`src/rtl/pic_ack_sequencer_pkg.sv`:
```
// Shared encodings, FSM states and the rotating priority search used by the
// 8259A-style interrupt acknowledge sequencer.
package pic_pkg;

    typedef enum logic [2:0] {
        ROT_AEOI_CLR = 3'b000,
        EOI_NS       = 3'b001,
        EOI_NOP      = 3'b010,
        EOI_SP       = 3'b011,
        ROT_AEOI_SET = 3'b100,
        ROT_NS       = 3'b101,
        SET_PRI      = 3'b110,
        ROT_SP       = 3'b111
    } eoi_cmd_e;

    typedef enum logic [1:0] {IDLE, ACK1, ACK2} state_e;

    typedef struct packed {
        logic       valid;
        logic [2:0] level;
    } prio_t;

    // Walk from the lowest-priority level upward so the last hit is the highest.
    function automatic prio_t rot_prio_encode(input logic [7:0] vec, input logic [2:0] lowest);
        prio_t      res;
        logic [2:0] lvl;
        res = '0;
        for (int i = 0; i < 8; i++) begin
            lvl = lowest - 3'(i);
            if (vec[lvl]) begin
                res.valid = 1'b1;
                res.level = lvl;
            end
        end
        return res;
    endfunction

endpackage

```
`src/rtl/pic_ack_sequencer_if.sv`:
```
// CPU-side acknowledge bus: INTA strobe in, INT request and vector byte out.
interface pic_ack_sequencer_if;
    logic       inta_n;
    logic       int_out;
    logic [7:0] vector_out;
    logic       vector_oe;
    logic       ack_busy;

    modport master (output inta_n, input int_out, vector_out, vector_oe, ack_busy);
    modport slave  (input inta_n, output int_out, vector_out, vector_oe, ack_busy);
endinterface

```
`src/rtl/pic_ack_sequencer_prio.sv`:
```
// Combinational rotating priority encoder; rank 0 is the highest-priority level.
module pic_prio_resolver
    import pic_pkg::*;
(
    input  logic [7:0] vec,
    input  logic [2:0] lowest,
    output logic       valid,
    output logic [2:0] level,
    output logic [2:0] rank
);
    prio_t res;

    always_comb begin
        res   = rot_prio_encode(vec, lowest);
        valid = res.valid;
        level = res.level;
        rank  = res.level - lowest - 3'd1;
    end
endmodule

```
`src/rtl/pic_ack_sequencer.sv`:
```
// IRR/ISR ownership, rotating priority and two-pulse INTA sequencing for the PIC.
// Optional poll command is built when PIC_POLL_EN is defined.
module pic_ack_sequencer
    import pic_pkg::*;
#(
    parameter int         SYNC_STAGES  = 2,
    parameter logic [2:0] RESET_LOWEST = 3'd7
) (
    input  logic                clk,
    input  logic                reset_n,
    input  logic                init_clr,
    input  logic                ltim,
    input  logic                aeoi,
    input  logic [4:0]          vec_base,
    input  logic [7:0]          ir,
    input  logic [7:0]          imr,
    input  logic                eoi_valid,
    input  logic [2:0]          eoi_cmd,
    input  logic [2:0]          eoi_level,
`ifdef PIC_POLL_EN
    input  logic                poll_rd,
    output logic [7:0]          poll_word,
`endif
    pic_ack_sequencer_if.slave  bus,
    output logic [7:0]          irr,
    output logic [7:0]          isr,
    output logic [2:0]          lowest_pri
);
    logic [SYNC_STAGES-1:0][7:0] ir_pipe;
    logic [SYNC_STAGES-1:0]      inta_pipe;
    logic [7:0] ir_s, ir_d, ir_rise;
    logic       inta_s, inta_d, inta_armed, inta_fall, inta_rise;

    state_e     state, state_next;
    logic       ack_take, ack_done, poll_take, ack_spur, rot_aeoi;
    logic [2:0] ack_lvl;
    logic       int_q, vec_oe_q;
    logic [7:0] vec_q;

    logic [7:0] cand, isr_set, irr_clr, eoi_clr, aeoi_clr;
    logic       win_valid, isr_valid, req, eoi_rot;
    logic [2:0] win_lvl, win_rank, isr_lvl, isr_rank, eoi_rot_lvl;

    always_ff @(posedge clk) begin
        if (!reset_n) begin
            ir_pipe   <= '0;
            inta_pipe <= '0;
            ir_d      <= '0;
            inta_d    <= 1'b0;
        end else begin
            ir_pipe   <= {ir_pipe[SYNC_STAGES-2:0], ir};
            inta_pipe <= {inta_pipe[SYNC_STAGES-2:0], bus.inta_n};
            ir_d      <= ir_s;
            inta_d    <= inta_s;
        end
    end

    assign ir_s      = ir_pipe[SYNC_STAGES-1];
    assign inta_s    = inta_pipe[SYNC_STAGES-1];
    assign ir_rise   = ir_s & ~ir_d;
    // A falling edge only counts once inta_n has been seen high since reset/init.
    assign inta_fall = inta_d & ~inta_s & inta_armed;
    assign inta_rise = inta_s & ~inta_d;

    assign cand = irr & ~imr;

    pic_prio_resolver u_cand_res (
        .vec(cand), .lowest(lowest_pri), .valid(win_valid), .level(win_lvl), .rank(win_rank)
    );
    pic_prio_resolver u_isr_res (
        .vec(isr), .lowest(lowest_pri), .valid(isr_valid), .level(isr_lvl), .rank(isr_rank)
    );

    assign req = win_valid && (!isr_valid || (win_rank < isr_rank));

    always_comb begin
        state_next = state;
        ack_take   = 1'b0;
        ack_done   = 1'b0;
        case (state)
            IDLE: if (inta_fall) begin
                state_next = ACK1;
                ack_take   = 1'b1;
            end
            ACK1: if (inta_fall) state_next = ACK2;
            ACK2: if (inta_rise) begin
                state_next = IDLE;
                ack_done   = 1'b1;
            end
            default: state_next = IDLE;
        endcase
    end

    always_comb begin
        isr_set  = '0;
        irr_clr  = '0;
        aeoi_clr = '0;
        if ((ack_take || poll_take) && win_valid) begin
            isr_set[win_lvl] = 1'b1;
            irr_clr[win_lvl] = 1'b1;
        end
        if (ack_done && aeoi && !ack_spur) aeoi_clr[ack_lvl] = 1'b1;
    end

    // EOI targets come from the pre-cycle ISR so a coincident ACK1 set is not seen.
    always_comb begin
        eoi_clr     = '0;
        eoi_rot     = 1'b0;
        eoi_rot_lvl = eoi_level;
        if (eoi_valid) begin
            case (eoi_cmd)
                EOI_NS, ROT_NS: if (isr_valid) begin
                    eoi_clr[isr_lvl] = 1'b1;
                    eoi_rot          = (eoi_cmd == ROT_NS);
                    eoi_rot_lvl      = isr_lvl;
                end
                EOI_SP, ROT_SP: if (isr[eoi_level]) begin
                    eoi_clr[eoi_level] = 1'b1;
                    eoi_rot            = (eoi_cmd == ROT_SP);
                end
                SET_PRI: eoi_rot = 1'b1;
                default: ;
            endcase
        end
    end

    always_ff @(posedge clk) begin
        if (!reset_n || init_clr) begin
            state      <= IDLE;
            irr        <= '0;
            isr        <= '0;
            lowest_pri <= RESET_LOWEST;
            rot_aeoi   <= 1'b0;
            ack_lvl    <= '0;
            ack_spur   <= 1'b0;
            inta_armed <= 1'b0;
            int_q      <= 1'b0;
            vec_q      <= '0;
            vec_oe_q   <= 1'b0;
        end else begin
            state      <= state_next;
            inta_armed <= inta_armed | inta_s;
            irr        <= ltim ? ir_s : ((irr & ~irr_clr) | ir_rise);
            isr        <= (isr & ~eoi_clr & ~aeoi_clr) | isr_set;
            int_q      <= req & ~ack_take & ~poll_take;
            if (ack_take) begin
                ack_lvl  <= win_valid ? win_lvl : 3'd7;
                ack_spur <= ~win_valid;
            end
            if (state == ACK1 && state_next == ACK2) vec_q <= {vec_base, ack_lvl};
            vec_oe_q <= (state_next == ACK2);
            if (eoi_valid && eoi_cmd == ROT_AEOI_SET) rot_aeoi <= 1'b1;
            else if (eoi_valid && eoi_cmd == ROT_AEOI_CLR) rot_aeoi <= 1'b0;
            // An explicit OCW2 rotate outranks an auto-EOI rotate in the same cycle.
            if (eoi_rot) lowest_pri <= eoi_rot_lvl;
            else if (ack_done && aeoi && !ack_spur && rot_aeoi) lowest_pri <= ack_lvl;
        end
    end

`ifdef PIC_POLL_EN
    assign poll_take = poll_rd & int_q & ~ack_take;

    always_ff @(posedge clk) begin
        if (!reset_n || init_clr) poll_word <= '0;
        else if (poll_rd)         poll_word <= {int_q, 4'b0000, win_lvl};
    end
`else
    assign poll_take = 1'b0;
`endif

    assign bus.int_out    = int_q;
    assign bus.vector_out = vec_q;
    assign bus.vector_oe  = vec_oe_q;
    assign bus.ack_busy   = (state != IDLE);
endmodule

```
`src/flat_wrapper.sv`:
```
// flat-port wrapper written by rule: the top's interface ports become plain ports
module pic_ack_sequencer_flat import pic_pkg::*;
#(
    parameter int         SYNC_STAGES  = 2,
    parameter logic [2:0] RESET_LOWEST = 3'd7
)
  (clk, reset_n, init_clr, ltim, aeoi, vec_base, ir, imr, eoi_valid, eoi_cmd, eoi_level, irr, isr, lowest_pri, bus_inta_n, bus_int_out, bus_vector_out, bus_vector_oe, bus_ack_busy);
  pic_ack_sequencer_if bus_i ();
  input  logic clk;
  input  logic reset_n;
  input  logic init_clr;
  input  logic ltim;
  input  logic aeoi;
  input  logic [4:0] vec_base;
  input  logic [7:0] ir;
  input  logic [7:0] imr;
  input  logic eoi_valid;
  input  logic [2:0] eoi_cmd;
  input  logic [2:0] eoi_level;
  output logic [7:0] irr;
  output logic [7:0] isr;
  output logic [2:0] lowest_pri;
  input wire logic [$bits(bus_i.inta_n)-1:0] bus_inta_n;
  output wire logic [$bits(bus_i.int_out)-1:0] bus_int_out;
  output wire logic [$bits(bus_i.vector_out)-1:0] bus_vector_out;
  output wire logic [$bits(bus_i.vector_oe)-1:0] bus_vector_oe;
  output wire logic [$bits(bus_i.ack_busy)-1:0] bus_ack_busy;
  assign bus_i.inta_n = bus_inta_n;
  assign bus_int_out = bus_i.int_out;
  assign bus_vector_out = bus_i.vector_out;
  assign bus_vector_oe = bus_i.vector_oe;
  assign bus_ack_busy = bus_i.ack_busy;
  pic_ack_sequencer #(.SYNC_STAGES(SYNC_STAGES), .RESET_LOWEST(RESET_LOWEST)) u_core (.clk(clk), .reset_n(reset_n), .init_clr(init_clr), .ltim(ltim), .aeoi(aeoi), .vec_base(vec_base), .ir(ir), .imr(imr), .eoi_valid(eoi_valid), .eoi_cmd(eoi_cmd), .eoi_level(eoi_level), .bus(bus_i), .irr(irr), .isr(isr), .lowest_pri(lowest_pri));
endmodule
```
`config.mk`:
```
export PLATFORM = sky130hd
export DESIGN_NAME = pic_ack_sequencer_flat
export DESIGN_NICKNAME = d
export VERILOG_FILES = /design/src/rtl/pic_ack_sequencer_pkg.sv /design/src/rtl/pic_ack_sequencer_if.sv /design/src/rtl/pic_ack_sequencer_prio.sv /design/src/rtl/pic_ack_sequencer.sv /design/src/flat_wrapper.sv
export SDC_FILE = /design/constraint.sdc
export NUM_CORES = 1
export LEC_CHECK = 0
export CORE_MARGIN = 1
export CORE_UTILIZATION = 52
export CTS_BUF_LIST = sky130_fd_sc_hd__clkbuf_4 sky130_fd_sc_hd__clkbuf_8
export DETAILED_ROUTE_END_ITERATION = 7
export HOLD_SLACK_MARGIN = 0.1
export MAX_ROUTING_LAYER = met4
export PLACE_DENSITY = 0.84
export REMOVE_ABC_BUFFERS = 1
export SLEW_MARGIN = 5
export SYNTH_ARGS = -nofsm -noshare
export SYNTH_HDL_FRONTEND = slang
export SYNTH_SLANG_ARGS = --single-unit
```
`constraint.sdc`:
```
create_clock -name clk -period 4.87 [get_ports clk]
set_input_delay 0.974 -clock clk [delete_from_list [all_inputs] [get_ports clk]]
set_output_delay 0.974 -clock clk [all_outputs]
set_load 0.02 [all_outputs]
```
==> results of run 1 <==
## per-stage QoR
stage,hold WS (ns),instance area [um2]
6_report,0.434,6060
3_5_place_dp,0.419,5770
3_3_place_gp,0.414,5770
2_1_floorplan,0.412,4600
5_1_grt,0.456,6060
4_1_cts,0.437,5990
## worst max-delay path: cells and delay by family
family	cells	cell delay (ns)
compound gates	4	1.14
fa+ha+maj	3	0.89
buf+inv	2	0.57
mux	1	0.47
simple gates	3	0.55
xor+xnor	2	0.31
## how the worst max path moves through the flow
stage	from	to	slack [ns]	cells after the start
6_report	imr[0]	u_core.bus.int_out$_SDFF_PP0_	0.21	15
5_1_grt	imr[0]	u_core.bus.int_out$_SDFF_PP0_	0.02	15
4_1_cts	imr[0]	u_core.bus.int_out$_SDFF_PP0_	0.15	16
3_5_place_dp	imr[0]	u_core.bus.int_out$_SDFF_PP0_	-0.26	16
3_3_place_gp	imr[0]	u_core.bus.int_out$_SDFF_PP0_	-0.11	16
2_1_floorplan	u_core.lowest_pri[0]$_SDFFE_PP1P_	u_core.bus.int_out$_SDFF_PP0_	-1.13	15
## placed cells by master (no fill, tap or decap), types with 9 or more instances in the layout
master           synthesis  layout
dfxtp_1                 64      64
clkdlybuf4s50_1          0      63
buf_4                    0      55
nor2_1                  37      37
nand2_1                 36      36
and2_1                  34      34
mux2i_1                 24      24
nand2b_1                19      19
o21ai_0                 18      18
a21oi_1                 18      18
inv_1                   17      17
mux4_2                  16      16
nor3_1                  14      13
nor2b_1                 10      10
o211ai_1                10      10
mux2_2                   9       9
a211oi_1                 9       9
nand3_1                  9       9
clkbuf_8                 0       9
## cells by family after synthesis
family                   share of synthesized area (%)
flip-flops                                        27.0
AND/OR/NAND/NOR                                   26.0
multiplexers                                      17.0
buffers and inverters                             4.30
adder cells (fa/ha/maj)                           2.43
AO/OA/AOI/OAI                                     21.2
XOR/XNOR                                          2.03
## cell type report
class | instances | area, um2 | share of cell area (%)
repair buffers | 118 | 1040 | 17.2
clock inverters | 7 | 103 | 1.69
inverters | 17 | 63.8 | 1.05
multi-input cells | 417 | 3310 | 54.6
flip-flops and latches | 64 | 1280 | 21.1
well taps | 108 | 135 | 2.23
clock buffers | 9 | 124 | 2.04
## routing by layer
layer  GRT usage [%]  wire (um)  vias up  part of all wire (%)
met4            13.2        413        0                   3.1
li1                -          -     2212                     -
met2            49.1       6690      182                    50
met5               -          0        -                     0
met1            35.6       5670     2248                    42
met3            3.96        723       42                   5.4
## sequential cells by signal, summed over array words and instances (netlist names), 3 cells and up
| signal | cells |
|---|---|
| u_core.isr | 8 |
| u_core.ack_lvl | 3 |
| u_core.ir_s | 8 |
| u_core.bus.vector_out | 8 |
| u_core.ir_d | 8 |
| u_core.irr | 8 |
| u_core.lowest_pri | 3 |
| u_core.ir_pipe | 8 |
## power by group through the flow
stage          Combinational (mW)  Clock (mW)  Sequential, mW
4_1_cts                     0.128       0.517           0.540
5_1_grt                     0.142       0.545           0.541
3_5_place_dp                0.127           0           0.552
3_3_place_gp                0.123           0           0.551
2_1_floorplan              0.0575           0           0.553
6_report                    0.131       0.513           0.540
## repair_timing
action	in CTS	in global routing
hold endpoints to repair	0	0
resized for setup	0	10
buffers inserted	0	2
endpoints found under the setup margin	0	1
==> impl_results.md, run 1 <==
* Outcome: finished clean
* Syn Area/Cell at 8.98 um2
* Final Hold Fails at 0
* Synth cell types at 82
* Post-route setup slack at 0.207 ns
* Starting Density at 54.1%
* Layout cells sized above 1 at 19.8%
* Pre-CTS WS at -0.257 ns
* Worst Setup Start Kind: input pin
* CTS H-Tree Depth at 3
* Worst clock skew at 0.00698 ns
* Clock power frac at 43.3%
* Tcrit/Tclk final at 95.7%
* RSZ-0062 raised after global routing: no
* Total core area at 0.00876 mm2
* Max Slew Vio Count at 0
* EDFF count, synth at 0
* Detail Route Antenna Nets at 0
* Fmax at 214 MHz
* Gate power share at 11.1%
* Number of global-route vias before repair at 4691
* PortBufs at 63
* Largest net degree at the start of global routing at 29
* Post-DR vias/cell at 6.33
* Hold path endpoint: u_core.ir_s[5]$_SDFF_PN0_
* Hold Crit Start: u_core.ir_pipe[5]$_SDFF_PN0_
* Final Wtd Congestion at 0.928
* Final worst path period need at 4.66 ns
* Mapped cell area at 0.00474 mm2
* Clk root buf: clkbuf_8
* Synth top area share at 27.0%
* # clock sinks at 64
* Die Span X at 97.5 um
* Worst Path Max Fanout at 4
* Global Route Usage Sum at 29.5%
* Die area at 0.00951 mm2
* CTS clk-pin slew, worst paths at 0.08 ns
* Ordered cell list for the critical path: clkdlybuf4s50_1 > and3b_1 > or2_0 > mux4_2 > o21ba_2 > o41a_1 > nand2_1 > inv_1 > ha_1 > fa_1 > xor2_1 > xnor2_1 > ha_1 > a21o_1 > a2111oi_2
* Ys async rst share at 0%
* Clk buf depth at 2
* Seq/Total Area, Yosys at 27.0%
* 1st-pass router iterations at 5
* Worst skew pair latency at 0.35 ns
* Synth Warn # at 0
* CP max stage cell: clkdlybuf4s50_1
* Routed WL per cell at 18.2 um
* Reg2Reg Depth at 16
* Largest area contributor in the netlist: dfxtp_1
* CTS Buf Count at 9
* PwrDens at 195 mW/mm2
* DRT iter0 DRCs at 231
* # diodes at 0
* Worst EP required at 5.12 ns
* Via Count at 4684
* Maxcap violations at 0
* Worst-Margin Slew at 0.879 ns
* Initial antenna violation count at 0
* Maximum vdd ir drop at 0.244 mV
* R2r setup slk at 0.38 ns
* Top Ports at 64
* Clock tree from TritonCTS: built
* Sequential share of power at 45.6%
* Synthesis-to-layout area growth at 27.8%
* Worst hold path cell count at 1
* Internal Pwr Total at 896 uW
* Synth Register Bits at 64
* Crit Path Class: input pin to flop
* Dpl hpwl at 10000 um
* Setup-failing EPs final at 0
* R2R Path Start: u_core.lowest_pri[1]$_SDFFE_PP1P_
* Top post-synthesis cells by count: 64 x dfxtp_1, 37 x nor2_1, 36 x nand2_1
* Slew margin rel. at 40.6%
* Sw Pwr at 287 uW
* Mapped Cells at 528
* Largest cells by area after synthesis: dfxtp_1 27%, mux4_2 7.6%, mux2i_1 5.1%
* Worst hold path type: flop to flop
* Sw Ratio at 24.3%
* Top_reg_cell synth: dfxtp_1
* RR Endpoint: u_core.bus.int_out$_SDFF_PP0_
* Global-route wire length before repair at 22100 um
* Filler Cell Count at 677
* Chip height at 97.5 um
* WL final at 13500 um
* Critical path's largest stage delay at 0.51 ns
* Layout Cells excl Fill at 740
* Hold-fix buffer count after cts at 0
* Most common cell in the netlist: dfxtp_1
* Leak pwr at 2.40 nW
* Most common cell on crit path: ha_1
* Setup TNS Final at 0 ns
* DP Cell Count at 722
* Endpoint type of the worst setup path: flop
* # DRC at 0
* Pwr Total at 1.18 mW
* Site Rows at 34
* Layout Nets at 669
* Fin util at 69.2%
* Critical path arrival at 4.91 ns
* GR Overflow Total at 0
No activity file was read; power rests on OpenSTA's default activity.
==> run 2, diff against run 1 <==
- SETUP_SLACK_MARGIN: unset -> 0.3
==> run 2 against run 1 <==
Via count up 1.2%. Register-to-register slack improved by 0.17 ns. Setup slack improved by 0.25 ns. Global-route usage up 0.17 points. Non-clock buffer count grew 8.
==> impl_results.md, run 2 (synthesis results as in run 1) <==
* Outcome: finished clean
* RR Endpoint: u_core.bus.int_out$_SDFF_PP0_
* 1st-pass router iterations at 5 (unchanged)
* Site Rows at 34 (unchanged)
* Total core area at 0.00876 mm2 (unchanged)
* WL final at 13800 um (+2.3%)
* Hold path endpoint: u_core.ir_s[5]$_SDFF_PN0_
* Worst Setup Start Kind: input pin
* Worst clock skew at 0.00723 ns (+0.000253 ns)
* Final Hold Fails at 0 (unchanged)
* Critical path arrival at 4.67 ns (-0.24 ns)
* # DRC at 0 (unchanged)
* DRT iter0 DRCs at 210 (-9.1%)
* Maxcap violations at 0 (unchanged)
* Synthesis-to-layout area growth at 31.5%
* Post-route setup slack at 0.452 ns (+0.245 ns)
* Worst Path Max Fanout at 3 (-1)
* Most common library cell in the layout ignoring fill and taps: dfxtp_1
* Final worst path period need at 4.42 ns (-0.245 ns)
* Placed cell areas at 0.00577 mm2 (unchanged)
* Endpoint type of the worst setup path: flop
* Largest net degree at the start of global routing at 29 (unchanged)
* # clock sinks at 64 (unchanged)
* Crit Path Class: input pin to flop
* Fmax at 226 MHz (+5.6%)
* Final Wtd Congestion at 0.928 (unchanged)
* PwrDens at 191 mW/mm2 (-2.2%)
* Tcrit/Tclk final at 90.7% (-5.0 points)
* Starting Density at 54.1% (unchanged)
* Layout cells sized above 1 at 23.6% (+3.8 points)
* Clk root buf: clkbuf_8
* Max Slew Vio Count at 0 (unchanged)
* Hold Crit Start: u_core.ir_pipe[5]$_SDFF_PN0_
* Worst skew pair latency at 0.35 ns (about the same)
* # diodes at 0 (unchanged)
* Chip height at 97.5 um (unchanged)
* Worst hold path type: flop to flop
* Worst EP required at 5.12 ns (about the same)
* Routed WL per cell at 18.5 um (+1.2%)
* Pre-CTS WS at -0.257 ns (unchanged)
* PortBufs at 63 (unchanged)
* Initial antenna violation count at 0 (unchanged)
* Filler Cell Count at 640 (-5.5%)
* R2r setup slk at 0.55 ns (+0.17 ns)
* Post-DR vias/cell at 6.34 (about the same)
* CTS H-Tree Depth at 3 (unchanged)
* Reg2Reg Depth at 15 (-1)
* Global Route Usage Sum at 29.7% (+0.17 points)
* CTS clk-pin slew, worst paths at 0.07 ns (about the same)
* Dpl hpwl at 10000 um (unchanged)
* Layout Nets at 677 (+1.2%)
* RSZ-0062 raised after global routing: no
* Number of global-route vias before repair at 4723 (+0.68%)
* Clk buf depth at 2 (unchanged)
* Via Count at 4739 (+1.2%)
* Leak pwr at 2.51 nW (+4.7%)
* Setup-failing EPs final at 0 (unchanged)
* Worst hold path cell count at 1 (unchanged)
* Slew margin rel. at 42.0% (+1.3 points)
* CTS Buf Count at 9 (unchanged)
* Commonest non-fill, non-tap cells in the layout: 64 x dfxtp_1, 62 x buf_4, 56 x clkdlybuf4s50_1
* GR Overflow Total at 0 (unchanged)
* Design area at 0.00624 mm2 (+2.8%)
* Setup TNS Final at 0 ns (unchanged)
* Top Ports at 64 (unchanged)
* Detail Route Antenna Nets at 0 (unchanged)
* Fin Hold WS at 0.434 ns (+0.000122 ns)
* Hold-fix buffer count after cts at 0 (unchanged)
* Clock tree from TritonCTS: built
* Worst-Margin Slew at 0.859 ns (-0.0198 ns)
* Die Span X at 97.5 um (unchanged)
* Critical Path Start: imr[4]
* R2R Path Start: u_core.lowest_pri[1]$_SDFFE_PP1P_
* Global-route wire length before repair at 22300 um (+0.81%)
* Die area at 0.00951 mm2 (unchanged)
* Maximum vdd ir drop at 0.245 mV (+0.64%)
run 2: worst max-delay path: stages:
cell and delay [ns]:
clkdlybuf4s50_1 0.42, nand2b_4 0.16, mux2_2 0.28, mux4_2 0.47, a22oi_2 0.14, nor2_1 0.08, or3_4 0.40, nand2_2 0.08
inv_2 0.05, ha_4 0.16, fa_2 0.40, xor2_2 0.16, xnor2_1 0.18, ha_1 0.25, a21o_1 0.19, a2111oi_2 0.27
run 2: what timing repair did:
item | in CTS | in global routing
gates resized for setup | 15 | 22
setup endpoints to repair | 1 | 1
pin swaps | 2 | 10
buffers inserted | 5 | 5
run 2: report_power, final:
part / internal, mW / switching, mW
sequential: 0.534 / 0.00612
clock: 0.293 / 0.220
combinational: 0.0725 / 0.0639
total: 0.900 / 0.290
run 2: how the worst max path moves through the flow:
| stage | cells past startpoint | end |
|---|---|---|
| floorplan | 15 | u_core.bus.int_out$_SDFF_PP0_ |
| detailed placement | 16 | u_core.bus.int_out$_SDFF_PP0_ |
| global placement | 16 | u_core.bus.int_out$_SDFF_PP0_ |
| finish | 16 | u_core.bus.int_out$_SDFF_PP0_ |
| CTS | 16 | u_core.bus.int_out$_SDFF_PP0_ |
| global route | 16 | u_core.bus.int_out$_SDFF_PP0_ |
run 2: routing by layer:
layer  share of wire [%]  track usage [%]
met1                  42             35.4
met5                   0                -
met3                 5.3             4.46
met2                  51             49.7
met4                 2.0             12.9
run 2: layout make-up:
| class | instances | area, um2 | share of cell area (%) |
|---|---|---|---|
| Sequential cell | 64 | 1280 | 20.5 |
| Clock buffer | 9 | 124 | 1.99 |
| Multi-Input combinational cell | 417 | 3410 | 54.7 |
| Tap cell | 108 | 135 | 2.17 |
| Clock inverter | 7 | 103 | 1.65 |
| Timing Repair Buffer | 126 | 1120 | 18.0 |
| Inverter | 17 | 63.8 | 1.02 |
run 2: per-stage QoR:
stage / power [mW] / instances / util (%)
global route: 1.23 / 748 / 71.2
floorplan: 0.611 / 498 / -
finish: 1.19 / 748 / 71.2
detailed placement: 0.679 / 722 / 65.8
CTS: 1.19 / 743 / 69.6
global placement: 0.674 / 722 / 65.8
==> run 3, diff against run 2 <==
- CTS_CLUSTER_SIZE: unset -> 16
==> results of run 3 <==
The final DEF is identical to that of run 2; final timing and power are the same.
